===== src/rtl/bcd_display_driver.sv =====
// bcd_display_driver: converts an unsigned magnitude plus a sign flag into three
// BCD digits with an iterative double-dabble sequence. The result is held in
// display registers. Seven-segment codes are then driven for the digit that the
// upstream scan FSM selects.
module bcd_display_driver #(
  parameter int WIDTH          = 8,   // magnitude width, 4..9
  parameter bit BLANK_LZ       = 1'b1,
  parameter bit SEG_ACTIVE_LOW = 1'b0
) (
  input  logic             slow_clock,
  input  logic             reset,
  input  logic             start,
  input  logic [WIDTH-1:0] value,
  input  logic             negative,
  input  logic [1:0]       SEL,
  output logic [6:0]       SEG,
  output logic             busy,
  output logic             done
);

  localparam logic [0:0] IDLE  = 1'b0;
  localparam logic [0:0] SHIFT = 1'b1;

  localparam logic [3:0] COUNT_INIT = 4'(WIDTH);

  logic [0:0]       state;
  logic [3:0]       count;
  logic [WIDTH-1:0] bin;
  logic [11:0]      scratch;
  logic             sign_cap;
  logic [3:0]       disp_h, disp_t, disp_o;
  logic             disp_sign;

  logic [11:0]      adj;
  logic [11:0]      scratch_next;
  logic [WIDTH-1:0] bin_next;

  // Seven-segment code {g..a}, active high, for one BCD digit.
  function automatic logic [6:0] digit_code(input logic [3:0] d);
    case (d)
      4'd0:    digit_code = 7'h3F;
      4'd1:    digit_code = 7'h06;
      4'd2:    digit_code = 7'h5B;
      4'd3:    digit_code = 7'h4F;
      4'd4:    digit_code = 7'h66;
      4'd5:    digit_code = 7'h6D;
      4'd6:    digit_code = 7'h7D;
      4'd7:    digit_code = 7'h07;
      4'd8:    digit_code = 7'h7F;
      4'd9:    digit_code = 7'h6F;
      default: digit_code = 7'h00;
    endcase
  endfunction

  // Double-dabble step: add 3 to every nibble >= 5. The shift follows below.
  always_comb begin
    for (int i = 0; i < 3; i++) begin
      adj[4*i +: 4] = (scratch[4*i +: 4] >= 4'd5) ? scratch[4*i +: 4] + 4'd3
                                                   : scratch[4*i +: 4];
    end
  end

  assign {scratch_next, bin_next} = {adj[10:0], bin, 1'b0};

  assign busy = (state == SHIFT);

  // Control FSM, shift counter and display registers.
  // NOTE: sequential state uses non-blocking (<=) so all registers update from pre-edge values.
  always_ff @(posedge slow_clock) begin
    if (reset) begin
      state     <= IDLE;
      count     <= 4'd0;
      done      <= 1'b0;
      disp_h    <= 4'd0;
      disp_t    <= 4'd0;
      disp_o    <= 4'd0;
      disp_sign <= 1'b0;
    end else begin
      done <= 1'b0;
      case (state)
        IDLE: begin
          if (start) begin
            state <= SHIFT;
            count <= COUNT_INIT;
          end
        end
        SHIFT: begin
          count <= count - 4'd1;
          if (count == 4'd1) begin
            state     <= IDLE;
            disp_h    <= scratch_next[11:8];
            disp_t    <= scratch_next[7:4];
            disp_o    <= scratch_next[3:0];
            disp_sign <= sign_cap;
            done      <= 1'b1;
          end
        end
        default: state <= IDLE;
      endcase
    end
  end

  // Conversion datapath: loaded on an accepted start, shifted while in SHIFT.
  // NOTE: the datapath is left without a reset. Every conversion reloads it before use, so
  // its contents after reset are never observed.
  always_ff @(posedge slow_clock) begin
    if (state == IDLE && start) begin
      bin      <= value;
      scratch  <= 12'd0;
      sign_cap <= negative;
    end else if (state == SHIFT) begin
      bin     <= bin_next;
      scratch <= scratch_next;
    end
  end

  // Segment decode for the selected digit, with leading-zero blanking.
  // NOTE: code gets a default before the case, so no path leaves it unassigned and no latch is inferred.
  always_comb begin
    logic [6:0] code;
    logic       hund_blank;
    logic       tens_blank;
    code       = 7'h00;
    hund_blank = BLANK_LZ && (disp_h == 4'd0);
    tens_blank = BLANK_LZ && (disp_h == 4'd0) && (disp_t == 4'd0);
    case (SEL)
      2'b00:   code = disp_sign ? 7'h40 : 7'h00;
      2'b01:   code = hund_blank ? 7'h00 : digit_code(disp_h);
      2'b10:   code = tens_blank ? 7'h00 : digit_code(disp_t);
      default: code = digit_code(disp_o);
    endcase
    SEG = SEG_ACTIVE_LOW ? ~code : code;
  end

endmodule

===== config.mk =====
export PLATFORM = sky130hd
export DESIGN_NAME = bcd_display_driver
export DESIGN_NICKNAME = d
export VERILOG_FILES = /design/src/rtl/bcd_display_driver.sv
export SDC_FILE = /design/constraint.sdc
export NUM_CORES = 1
export LEC_CHECK = 0
export CORE_MARGIN = 4
export CORE_UTILIZATION = 58
export DETAILED_ROUTE_END_ITERATION = 8
export GPL_ROUTABILITY_DRIVEN = 0
export PLACE_DENSITY = 0.85
export SYNTH_ARGS = -nofsm -noshare
export SYNTH_HDL_FRONTEND = slang
export SYNTH_SLANG_ARGS = --single-unit

===== constraint.sdc =====
create_clock -name slow_clock -period 2.7 [get_ports slow_clock]
set_input_delay 0.54 -clock slow_clock [delete_from_list [all_inputs] [get_ports slow_clock]]
set_output_delay 0.54 -clock slow_clock [all_outputs]
set_load 0.02 [all_outputs]

-- Word-level counts from Yosys, hierarchy flattened
Memories as Yosys holds them, arrays and structs flattened. A register that Yosys moved wholly into a read port is not among the register bits.
Index checks and enable logic that the tools add are counted.
- register bits after elaboration: 40
- latch bits: 0
- bits in writable memories: 0
- ROM bits: 336
- bits of input ports: 14
- output and inout bits: 9
- logic and storage cells: 54
- memories kept: 3
- memory list (name ; words ; width ; read ports ; clocked after memory_dff ; write ports ; line ; RTL):
    (no name shown) ; 16 ; 7 ; 1 ; 1 ; 0 ; 40 ; case (d)
    (no name shown) ; 16 ; 7 ; 1 ; 1 ; 0 ; 40 ;
    (no name shown) ; 16 ; 7 ; 1 ; 1 ; 0 ; 40 ;
- add/sub/neg operators: 4
- multipliers: 0
- divide/modulo/power cells: 0
- $lt $le $gt $ge: 3
- equality and inequality tests: 4
- shift operators: 0
- mux-type cells: 21
- bitwise gates (word level): 1
- reduce and logical (&&, ||, !) cells: 8
- operators with widths (cell ; count):
    4-bit two-way mux ; 9
    7-bit two-way mux ; 3
    7-bit case mux with 3 select lines ; 1
    8-bit two-way mux ; 2
    4-bit by 3-bit >= comparator with 1-bit output, second input constant ; 3
    4-bit by 2-bit adder with 4-bit output, second input constant ; 2
    4-bit zero test ; 2
    4-bit case mux with 2 select lines ; 1
    4-bit by 1-bit == test with 1-bit output, second input constant ; 1
    4-bit by 1-bit subtractor with 4-bit output, second input constant ; 1
    3-bit by 2-bit adder with 3-bit output, second input constant ; 1
    1-bit two-way mux ; 3
    3-bit two-way mux ; 1
    2-bit by 1-bit == test with 1-bit output, second input constant ; 1
    2-bit == test, second input constant ; 1
    1-bit logical AND ; 2
    2-bit zero test ; 1
    2-bit != test, second input constant ; 1
    1-bit case mux with 2 select lines ; 1
    2-bit AND reduction ; 1
    2-bit nonzero test ; 1
    2-bit OR reduction ; 1
    1-bit NOT ; 1

-- Depth between registers and ports, before layout
- depth in word-level cells: 4
- mapped depth: 11
- gate-level depth less buffers: 11

-- Worst setup path after synthesis
Ideal clock, no wire load.
- path type: register -> register
- start point: register state (netlist: busy)
- end point: register (tool-made name)
- arrival: 2.124 ns
- required time: 2.594 ns
- setup slack: 0.470 ns
- cell stages (with the launch flop): 8
- path buffers: 1
- cell sequence: dfxtp_1 buf_2 and4bb_4 nand2b_4 o32ai_2 inv_1 ha_1 o311ai_0
- RTL lines (item ; line ; RTL):
    start: declaration ; 26 ; logic [0:0] state;
    start signal: assignment ; 71 ; state <= IDLE;
    start signal: assignment ; 83 ; state <= SHIFT;
    start signal: assignment ; 90 ; state <= IDLE;

-- Worst setup path in the final report
- start point: input SEL[1]
- end point: output SEG[6]
- word-level cells in the longest chain between the ends: 2
- elaborated cells on any way between the ends: 4
- classes of those cells: eq/ne (2); mux (1); reduce/logical (1)
- ends and longest elaborated chain (item ; line ; RTL):
    start: declaration ; 15 ; input logic [1:0] SEL,
    2-bit == test, or another cell as far along ; 126 ; case (SEL)
    7-bit case mux with 3 select lines * ; 126 ;
    end: declaration ; 16 ; output logic [6:0] SEG,
Every way passes the cells marked *; elsewhere a longest branch is shown, timed or not.

==> results.md <==
* Min Tclk post-route at 2.57 ns
* Mean Syn Cell Area at roughly 9.9 sq um
* Worst setup EP type: output pin
* Overall global routing resource usage at 22.6%
* Buffers on Ports at 22
* Clk sinks at between 60 and 70
* Pwr/cell area at around 520 nW/um^2
* Nets@finish at about 400
* Initial Util at 61.3%
* Setup TNS at 0 ns
* Post-route ant nets at 0
* Setup CP Type: primary input to output pin
* Final Core Density at around 71%
* Postcts setup bufs at 0
* Fmax at slightly below 400 MHz
* Gr ovfl total at 0
* Clock Skew at between 0.006 and 0.007 ns
* Core Region at between 5000 and 6000 sq um
* Lkg Pwr at 1.51 nW
* Layout cell share with drive strength beyond 1 at 18.0%
* Setup violations, final at 0
* Dpl hpwl at 5.03 mm
* Initial antenna violation count at 0
* Setup slack after placement at -0.203 ns
* Drt wl/cell at approximately 16 um
* Chip Height at approximately 82 um
* Slew HR at about three fifths
* Mapped cell area at 3190 sq um
* Fraction of the cycle the final worst path needs at 95.2%
* Internal power at 1.40 mW
* Hold depth at 1
* Drt drc at 0
* Non-Filler Instances at 437
* EDFF count, synth at 9
* Final Hold Fails at 0
* Placed Cells incl. Taps at about 420
* Routed vias at between 2000 and 3000
* Worst Hold Class: flop to flop
* Sw Pwr at ~0.53 mW
* Initial DRT Pass Iterations at 6
* Asr flop ratio synth at 0%
* Die W at just over 80 um
* H-tree Lvls at 3
* Drt total wl at approximately 6.8 mm
* Worst Max-Slew Pin Slew at between 0.6 and 0.7 ns
* Via-per-instance ratio at roughly 5.8
* Post-DP Area at roughly 3600 sq um
* Synth top area share at around 33%
* CP required at between 2 and 2.5 ns
* Crit Path Max Fanout at 5
* Buffer depth of the longest clock path at 2
* Biggest area consumer among synthesized cells: dfxtp_1
* Post-Syn Nets at roughly 360
* Type of origin of the critical path: primary input
* Die area at 6750 sq um
* Count of pins over their slew limit at 0
* DR iter-0 viols at 190
* Register bit total from synthesis at 61
* WP buf/inv at 2
* Flop pwr share at 51.7%
* CP max stage delay at between 0.4 and 0.5 ns
* Outcome: complete, no violations
* Overall power at around 1.9 mW
* Post-synthesis cell count at between 300 and 400
* Max-cap violations at 0
* Worst-case reg-to-reg path depth at 9
* Final Instance Area at 3700 sq um
* Largest net degree at the start of global routing at 22
* Comb pwr share at about 12%
* Crit-path cells: clkdlybuf4s50_1 > or3b_2 > a32oi_1 > dlygate4sd2_1
* Total CTS buffers at 9
* Clk pwr share at 36.1%
* TritonCTS clock tree: yes
* Clock latency on the worst-skew pair at 0.35 ns
* Clock root buffer: clkbuf_8
* Sw Ratio at around 27%
* CTS Hold Buffers Added at 0
* Area grow syn2layout at 16.1%
* Critical path depth at 4
* Row cnt at 26
* Global-route wire length before repair at roughly 12 mm
* RSZ-0062 raised after global routing: false
* Ys flop type: dfxtp_1
* Delay-heaviest family, CP: buffers and inverters
* # IOs at 23
* Clock transition at path regs at 0.07 ns
* Worst setup margin at 0.128 ns
* Sequential-to-total area share from yosys stat at between 40% and 50%
* CP max stage cell: clkdlybuf4s50_1
* Crit path DAT at around 2 ns
* Number of global-route vias before repair at roughly 2600
* Post-synth cell types at 57
* Area contributors post-synth: dfxtp_1, ha_1, edfxtp_1
* Warnings from Yosys at 0
* Tightest hold margin at 0.480 ns
* Peak supply drop at 0.000538 V
* N_diodes at 0
cells by family after synthesis:
logic type               Yosys count  share of synthesized area (%)
XOR/XNOR                           2                          0.550
multiplexers                      11                           3.73
flip-flops                        61                           41.1
AND/OR/NAND/NOR                   81                           14.1
adder cells (fa/ha/maj)           26                           10.2
AO/OA/AOI/OAI                     93                           23.7
buffers and inverters             49                           6.59
area by class of cell:
type,instances,area [sq um]
Tap cell,70,87.6
Sequential cell,61,1310
Fill cell,393,1500
Clock buffer,10,128
Multi-Input combinational cell,213,1670
Timing Repair Buffer,40,324
Inverter,37,139
Clock inverter,6,40.0
worst reg2reg max path, delay by kind of cell, from the launching register on:
| family | cells | cell delay [ns] |
|---|---|---|
| compound gates | 4 | 1.17 |
| flops | 1 | 0.36 |
| fa+ha+maj | 2 | 0.36 |
| buf+inv | 2 | 0.28 |
| simple gates | 1 | 0.18 |
metal layers:
metal	vias up	GRT usage, %	wire length, um
li1	1266	-	-
met1	1198	25.3	2950
met5	-	0	0
met2	54	39.1	3390
met3	10	8.13	339
met4	0	8.80	106
cell usage after synthesis (3+ instances only):
master    instances
nand2_1          22
nor3b_1           4
inv_1            33
nor3_1           10
o31ai_1           3
a211oi_1          6
buf_2             3
nor2b_1           5
mux2i_1           4
nand3_1           4
a21oi_1           9
dfxtp_1          52
clkbuf_1          5
inv_2             3
mux2_2            7
a222oi_1          6
a31o_2            4
o311ai_0          4
and2_1            3
nand2b_1          6
or3b_1            4
a211o_1           3
o21ai_0          19
edfxtp_1          9
o211ai_1          6
o22ai_1           4
nor2_1           12
a21o_1            5
a311o_1           3
a31oi_1           4
ha_1             26
a22o_1            3
worst paths after layout:
path	from	end	slack, ns
max	SEL[1]	SEG[6]	0.13
min	sign_cap	disp_sign	0.48
max reg2reg	scratch[1]	flop	0.30
min reg2reg	sign_cap	disp_sign	0.48
repair_timing:
| item | 4_1_cts | 5_1_grt |
|---|---|---|
| setup endpoints to repair | 7 | 6 |
| pin swaps | 1 | 4 |
| cloned | 0 | 0 |
| resized for setup | 8 | 12 |
cell usage in the layout (no fill, tap or decap), drive strengths merged, types with 3 or more instances in the layout:
master / n
nand2b: 7
nor3b: 4
o311ai: 4
and2: 3
a22o: 3
a311o: 3
a21o: 5
mux2: 7
a31oi: 4
a211o: 3
inv: 36
or3b: 5
a32oi: 3
dfxtp: 52
o31ai: 3
o22ai: 4
nor3: 10
buf: 18
a21oi: 10
mux2i: 4
clkinv: 6
nor2b: 5
o32ai: 3
a222oi: 6
nand2: 22
nand3: 4
o21ai: 19
clkbuf: 16
clkdlybuf4s50: 15
a211oi: 7
ha: 26
nor2: 13
a31o: 4
o211ai: 6
edfxtp: 9
power by group through the flow:
stage               clock network (mW)  logic [mW]  registers, mW
floorplan                            0       0.172           1.00
global placement                     0       0.231           1.02
detailed placement                   0       0.240           1.02
CTS                              0.712       0.236          0.998
global route                     0.762       0.262           1.00
finish                           0.696       0.235          0.998
Note: power is estimated with default switching activity, not from simulation.
